<file path="src/rtl/uart_rx.sv">
// UART receiver for 8 data bits and 1 stop bit, with a one-byte holding register and a valid/ready handshake.
// Define UART_RX_PARITY_EN to expect an even-parity bit between the data bits and the stop bit.
module uart_rx #(
  parameter int CLKS_PER_BIT = 868
) (
  input  logic       Clk,
  input  logic       Reset,
  input  logic       RxD,
  input  logic       Ready,
  output logic [7:0] Data,
  output logic       Valid,
  output logic       Frame_Err,
  output logic       Parity_Err,
  output logic       Overrun,
  output logic       Busy
);

  localparam int CW = $clog2(CLKS_PER_BIT);
  localparam logic [CW-1:0] CNT_FULL = CW'(CLKS_PER_BIT - 1);
  localparam logic [CW-1:0] CNT_HALF = CW'(CLKS_PER_BIT / 2 - 1);

`ifdef UART_RX_PARITY_EN
  typedef enum logic [2:0] {
    IDLE = 3'd0, START = 3'd1, DATA = 3'd2, PARITY = 3'd3, STOP = 3'd4, WAIT_HIGH = 3'd5
  } state_t;

  function automatic logic even_parity_ok(input logic [7:0] d, input logic p);
    return ~(^{d, p});
  endfunction
`else
  typedef enum logic [2:0] {
    IDLE = 3'd0, START = 3'd1, DATA = 3'd2, STOP = 3'd4, WAIT_HIGH = 3'd5
  } state_t;
`endif

  state_t        state_q, state_d;
  logic [1:0]    sync_q, sync_d;
  logic [CW-1:0] cnt_q, cnt_d;
  logic [2:0]    idx_q, idx_d;
  logic [7:0]    shreg_q, shreg_d;
  logic [7:0]    data_q, data_d;
  logic          valid_q, valid_d;
  logic          ferr_q, ferr_d;
  logic          ovr_q, ovr_d;
  logic          deliver_s;
  logic          rx_s;
`ifdef UART_RX_PARITY_EN
  logic          par_q, par_d;
  logic          perr_q, perr_d;
`endif

  assign rx_s = sync_q[1];

  // Next-state, datapath and delivery logic.
  always_comb begin
    state_d   = state_q;
    sync_d    = {sync_q[0], RxD};
    cnt_d     = cnt_q;
    idx_d     = idx_q;
    shreg_d   = shreg_q;
    data_d    = data_q;
    ferr_d    = 1'b0;
    ovr_d     = 1'b0;
    deliver_s = 1'b0;
`ifdef UART_RX_PARITY_EN
    par_d     = par_q;
    perr_d    = 1'b0;
`endif
    if (valid_q && Ready) begin
      valid_d = 1'b0;
    end else begin
      valid_d = valid_q;
    end

    case (state_q)
      IDLE: begin
        if (!rx_s) begin
          state_d = START;
          cnt_d   = '0;
        end else begin
          state_d = IDLE;
        end
      end
      START: begin
        if (cnt_q == CNT_HALF) begin
          cnt_d = '0;
          idx_d = 3'd0;
          // A start bit that is already gone at mid-bit was a glitch.
          if (!rx_s) begin
            state_d = DATA;
          end else begin
            state_d = IDLE;
          end
        end else begin
          cnt_d = cnt_q + CW'(1);
        end
      end
      DATA: begin
        if (cnt_q == CNT_FULL) begin
          shreg_d[idx_q] = rx_s;
          cnt_d          = '0;
          if (idx_q == 3'd7) begin
`ifdef UART_RX_PARITY_EN
            state_d = PARITY;
`else
            state_d = STOP;
`endif
          end else begin
            idx_d = idx_q + 3'd1;
          end
        end else begin
          cnt_d = cnt_q + CW'(1);
        end
      end
`ifdef UART_RX_PARITY_EN
      PARITY: begin
        if (cnt_q == CNT_FULL) begin
          par_d   = rx_s;
          cnt_d   = '0;
          state_d = STOP;
        end else begin
          cnt_d = cnt_q + CW'(1);
        end
      end
`endif
      STOP: begin
        if (cnt_q == CNT_FULL) begin
          cnt_d = '0;
`ifdef UART_RX_PARITY_EN
          perr_d = ~even_parity_ok(shreg_q, par_q);
`endif
          if (rx_s) begin
            state_d = IDLE;
`ifdef UART_RX_PARITY_EN
            deliver_s = even_parity_ok(shreg_q, par_q);
`else
            deliver_s = 1'b1;
`endif
          end else begin
            ferr_d  = 1'b1;
            state_d = WAIT_HIGH;
          end
        end else begin
          cnt_d = cnt_q + CW'(1);
        end
      end
      WAIT_HIGH: begin
        if (rx_s) begin
          state_d = IDLE;
        end else begin
          state_d = WAIT_HIGH;
        end
      end
      default: begin
        state_d = IDLE;
      end
    endcase

    if (deliver_s) begin
      if (!valid_q || Ready) begin
        data_d  = shreg_q;
        valid_d = 1'b1;
      end else begin
        ovr_d = 1'b1;
      end
    end else begin
      ovr_d = 1'b0;
    end
  end

  // State and output registers.
  always_ff @(posedge Clk or negedge Reset) begin
    if (!Reset) begin
      state_q <= IDLE;
      sync_q  <= 2'b11;
      cnt_q   <= '0;
      idx_q   <= 3'd0;
      shreg_q <= 8'h00;
      data_q  <= 8'h00;
      valid_q <= 1'b0;
      ferr_q  <= 1'b0;
      ovr_q   <= 1'b0;
`ifdef UART_RX_PARITY_EN
      par_q   <= 1'b0;
      perr_q  <= 1'b0;
`endif
    end else begin
      state_q <= state_d;
      sync_q  <= sync_d;
      cnt_q   <= cnt_d;
      idx_q   <= idx_d;
      shreg_q <= shreg_d;
      data_q  <= data_d;
      valid_q <= valid_d;
      ferr_q  <= ferr_d;
      ovr_q   <= ovr_d;
`ifdef UART_RX_PARITY_EN
      par_q   <= par_d;
      perr_q  <= perr_d;
`endif
    end
  end

  assign Data      = data_q;
  assign Valid     = valid_q;
  assign Frame_Err = ferr_q;
  assign Overrun   = ovr_q;
  assign Busy      = (state_q != IDLE);
`ifdef UART_RX_PARITY_EN
  assign Parity_Err = perr_q;
`else
  assign Parity_Err = 1'b0;
`endif

endmodule

</file>
<file path="config.mk">
export PLATFORM = sky130hd
export DESIGN_NAME = uart_rx
export DESIGN_NICKNAME = d
export VERILOG_FILES = /design/src/rtl/uart_rx.sv
export SDC_FILE = /design/constraint.sdc
export NUM_CORES = 1
export LEC_CHECK = 0
export BUFFER_PORTS_ARGS = -buffer_cell sky130_fd_sc_hd__buf_2
export CELL_PAD_IN_SITES_DETAIL_PLACEMENT = 0
export CELL_PAD_IN_SITES_GLOBAL_PLACEMENT = 2
export CORE_MARGIN = 5
export CORE_UTILIZATION = 44
export CTS_BUF_LIST = sky130_fd_sc_hd__clkbuf_4 sky130_fd_sc_hd__clkbuf_8
export CTS_CLUSTER_DIAMETER = 150
export DETAILED_ROUTE_END_ITERATION = 8
export GPL_ROUTABILITY_DRIVEN = 0
export PLACE_DENSITY_LB_ADDON = 0.3
export SETUP_SLACK_MARGIN = 0.4
export SYNTH_ARGS = -nofsm -noshare
export SYNTH_HDL_FRONTEND = slang
export SYNTH_SLANG_ARGS = --single-unit
export TNS_END_PERCENT = 50
</file>
<file path="constraint.sdc">
create_clock -name Clk -period 3.6 [get_ports Clk]
set_clock_uncertainty 0.2 [all_clocks]
set_input_delay 0.72 -clock Clk [delete_from_list [all_inputs] [get_ports Clk]]
set_output_delay 0.72 -clock Clk [all_outputs]
set_load 0.05 [all_outputs]
</file>
After elaboration in Yosys (flattened, before gate mapping) --
Index checks and enable logic that the tools add are counted.
Cells by class: add/subtract/negate cells 2, magnitude comparators 2, eq/ne operators 13, mux-type cells 30, reduce and logical (&&, ||, !) cells 14
Operators by type and width (count):
- $mux W10 | 3
- $pmux W10 S3 | 1
- $mux W3 | 8
- $pmux W3 S5 | 1
- $mux W1 | 13
- $ne A2 B2 Y1 const B | 6
- $add A10 B1 Y10 const B | 1
- $eq A10 B10 Y1 const B | 1
- $eq A10 B9 Y1 const B | 1
- $eq A3 B3 Y1 const B | 3
- $bwmux W8 | 1
- $reduce_and A4 Y1 | 2
- $pmux W3 S2 | 1
- $reduce_and A2 Y1 | 3
- $reduce_bool A3 Y1 | 2
- $lt A3 B4 Y1 const B | 1
- $add A3 B1 Y3 const B | 1
- $demux W1 S3 | 1
- $eq A3 B1 Y1 const B | 1
- $eq A3 B2 Y1 const B | 1
- $ge A3 B1 Y1 const B | 1
- $logic_not A3 Y1 | 1
- $logic_and A1 B1 Y1 | 2
- $mux W2 | 1
- 4 further kinds | 4
Storage, ports and cells: flip-flop bits (word level) 37, input bits 4, word-level logic and storage cells 70

Depth between registers and ports, before layout --
depth after elaboration 5, mapped depth 7, depth with buffers taken out 6

Least setup slack after synthesis --
Ideal clock, no wire load.
path kind register -> register, start point reg cnt_q[3], end point reg shreg_q[4], setup time 128 ps, data arrival time 1904 ps, required time 3272 ps, slack 1368 ps, cell stages (with the launch flop) 6, cells stage by stage dfrtp_1 buf_6 or3b_4 nor4_4 nor4b_2 mux2_1
Between the ends: cells in the longest elaborated chain, start to end 2
Ends and longest elaborated chain:
- from (decl) | RTL line 38 | logic [CW-1:0] cnt_q, cnt_d;
- from (signal assigned) | RTL line 190 | cnt_q <= cnt_d;
- $eq A10 B10 Y1 | RTL line 99 | if (cnt_q == CNT_FULL) begin
- $reduce_and A2 Y1 (no line)
- to (signal assigned) | RTL line 192 | shreg_q <= shreg_d;
- to (decl) | RTL line 40 | logic [7:0] shreg_q, shreg_d;
Every way passes these cells. A chain may end at the register's enable or synchronous reset.

Worst setup path after layout --
start point reg cnt_q[3], end point reg state_q[1]
Between the ends: cells in the longest elaborated chain, start to end 3
Ends and longest elaborated chain:
- $eq A10 B10 Y1 / $eq A10 B9 Y1 (equally long branches) | RTL line 99, 127, 85
- $ne A2 B2 Y1 (no line)
- $reduce_and A4 Y1 (no line) (*)
- to (signal assigned) | RTL line 188 | state_q <= state_d;
- to (decl) | RTL line 36 | state_t state_q, state_d;
Mark *: on every way between the ends. The rest lies on a longest branch, timed or not.

==> results.py <==
metrics = {
    "logic_synthesis": {
        "synth_edf_count": 0,
        "yosysTopAreaCellShare_pct": 43.3,
        "ys_top_cells_by_area": "dfrtp_1, o211ai_1, mux2_1",
        "avgSynthCellArea_um2": 10.9,
        "syn-cell-area_mm2": 0.00202,
        "synth_cell_type_count": 52,
        "synth_top_cell_by_area": "dfrtp_1",
        "yosysMostFrequentCell": "dfrtp_1",
        "async_reset_ff_share_pct": 100,
        "ys_warn_count": 0,
        "ys_seq_area_share_pct": 45.9,
        "syn_nets": 193,
        "ys.flop_type": "dfrtp_1",
        "synthCells": 185,
        "synth-seq-cells": 37,
        "synthTopCellsByCount": "dfrtp_1, o211ai_1, nand2_1, mux2_1, inv_1",
    },
    "min_path": {
        "min_path_cells": 0,
        "min_to": "sync_q[1]",
        "hold_class": "flip-flop to flip-flop",
        "min-delay-start": "sync_q[0]",
    },
    "job": {
        "max_cap_violations": 0,
    },
    "sta": {
        "setup_tns_ns": 0,
        "worst_slew_margin_rel_pct": 42.8,
        "rsz0062_at_grt": "no",
        "hold_violations": 0,
        "period_minus_slack_ns": 2.46,
        "fin_crit_sh_pct": 68.3,
        "worst_pin_slew_ns": 0.854,
        "max_clock_freq_mhz": 407,
        "final-setup-viol-count": 0,
        "maxSlewViolCount": 0,
    },
    "clock_network": {
        "cts-hold-fix-buffers": 0,
        "clockBufferDepth": 2,
        "ctsHtreeMaxLevel": 2,
        "clock_latency_ns": 0.29,
        "post-cts-setup-buffers": 0,
        "cts_resized": 0,
        "clkSlewWorstSetupHoldPaths_ns": 0.08,
        "clock-root-buffer": "clkbuf_8",
        "cts_buffers": 5,
        "cts_tree": "done",
        "cts_sinks": 37,
    },
    "cells_and_area": {
        "area_growth_pct": 11.7,
        "diodes": 0,
        "drive_above_1_share_pct": 24.5,
        "fin_nets": 207,
        "final_cell_area_mm2": 0.00226,
    },
    "pwr": {
        "ir_worst_vdd_mv": 0.189,
        "p_per_area_mw_per_mm2": 381,
        "clkPwrFrac_pct": 49.6,
        "netSwitchingFraction_pct": 19.2,
        "power_frac_seq_pct": 48.8,
        "combPwrFrac_pct": 1.6,
        "internal_power_mw": 0.695,
        "leakagePower_nw": 1.03,
        "p_sw_mw": 0.165,
    },
    "grt": {
        "grt.overflow.total": 0,
        "grt_util_all_layers_pct": 14.3,
        "grt_pass1_vias": 1400,
        "antenna_found_initial": 0,
        "grt_max_degree": 38,
        "grt_pass1_wl_um": 6930,
    },
    "place": {
        "place.port_buffers": 15,
        "dp_hpwl_um": 2830,
        "placed_cell_area_mm2": 0.00213,
    },
    "floorplan": {
        "num_io_pins": 17,
        "die_w_um": 77.8,
        "fp.dieH_um": 77.8,
        "initial_core_util_pct": 45.8,
        "rows": 24,
        "core_mm2": 0.00441,
        "dieArea_mm2": 0.00605,
    },
    "critical_path": {
        "reg2reg_from": "cnt_q[3]",
        "r2r_slack_ns": 1.14,
        "critical_path.max_fanout": 11,
        "startpoint_type": "flip-flop",
        "reg2regPathDepth": 4,
        "crit_required_ns": 3.57,
        "critPathMaxStageDelay_ns": 0.48,
        "cp-end-kind": "flip-flop",
        "critPathArrivalTime_ns": 2.43,
        "worstSetupPathType": "flip-flop to flip-flop",
        "crit_path_top_delay_cell": "or3b_4",
        "rr_endpoint": "state_q[1]",
        "crit_chain": "or3b_4, o31a_1, o21ai_4, mux2_1",
    },
    "status": {
        "status": "finished clean",
    },
    "routing": {
        "antenna_left": 0,
        "drt-pass1-iter-count": 6,
        "drt_iter0_markers": 65,
        "wl_per_cell_um": 15.8,
        "drc": 0,
        "vias": 1469,
        "vias_per_cell": 5.83,
        "totalWireLength_um": 3990,
    },
}
## cell families after synthesis
| logic type | after synthesis | synth area share (%) |
|---|---|---|
| compound gates | 38 | 14.3 |
| xor+xnor | 1 | 0.433 |
| fa+ha+maj | 4 | 2.47 |
| buf+inv | 19 | 4.27 |
| flops | 37 | 45.9 |
| mux | 20 | 11.0 |
| other cells | 1 | 0.185 |
| simple gates | 65 | 21.4 |
## routing by layer
metal | vias to the layer above | share of wire [%] | GRT usage (%)
met5 | - | 0 | 0
met4 | 0 | 1.7 | 5.84
met3 | 7 | 4.2 | 4.05
met2 | 28 | 49 | 22.7
met1 | 720 | 45 | 18.3
li1 | 714 | - | -
## through the flow
stage          util [%]  worst slack [ns]  hold WS (ns)  std cells  power (mW)
3_3_place_gp       48.2              1.20         0.146        244       0.441
5_1_grt            51.2              1.06         0.169        252       0.898
6_report           51.2              1.14         0.163        252       0.860
4_1_cts            51.2              1.14         0.166        252       0.872
2_1_floorplan         -              1.37         0.145        185       0.432
3_5_place_dp       48.2              1.15         0.155        244       0.442
## power groups by stage
stage | logic (mW) | clock network [mW] | registers (mW)
2_1_floorplan | 0.00578 | 0 | 0.426
3_3_place_gp | 0.0135 | 0 | 0.428
5_1_grt | 0.0159 | 0.462 | 0.420
4_1_cts | 0.0142 | 0.438 | 0.420
6_report | 0.0135 | 0.427 | 0.420
3_5_place_dp | 0.0143 | 0 | 0.428
## layout make-up
cell class	instances	area [µm²]
fill	409	2150
tap	52	65.1
timing repair buffer	17	90.1
clock inverter	3	65.1
sequential	37	928
clock buffer	5	68.8
multi-input combinational	129	1010
inverter	9	33.8
## registers in the layout, indices dropped and copies added (netlist names)
name       cells
Valid          1
Data           8
state_q        3
Frame_Err      1
cnt_q         10
sync_q         2
idx_q          3
Overrun        1
shreg_q        8
## worst max-delay path by stage
stage	startpoint	endpoint	slack, ns	cells after the start
after global routing	cnt_q[3]	state_q[1]	1.06	4
final	cnt_q[3]	state_q[1]	1.14	4
after floorplan	cnt_q[3]	shreg_q[4]	1.37	5
after CTS	cnt_q[3]	state_q[1]	1.14	4
after global placement	idx_q[0]	idx_q[0]	1.20	5
after detailed placement	cnt_q[3]	state_q[1]	1.15	4
## placed cells by master (no fill, tap or decap), types with 5 or more instances in the layout
cell      count
dfrtp_1      35
o211ai_1     17
nand2_1      16
buf_2        15
mux2_1       10
inv_1         9
nor2_1        8
mux2_2        8
nand3_1       5
nand4_1       5
clkbuf_8      5
## worst max-delay path: cells and delay by family (launching register included)
kind               cells  cell delay (ns)
AOI/OAI and AO/OA      2             0.85
and+or+nand+nor        1             0.48
DFF                    1             0.46
muxes                  1             0.36
(Power assumes the default switching activity.)
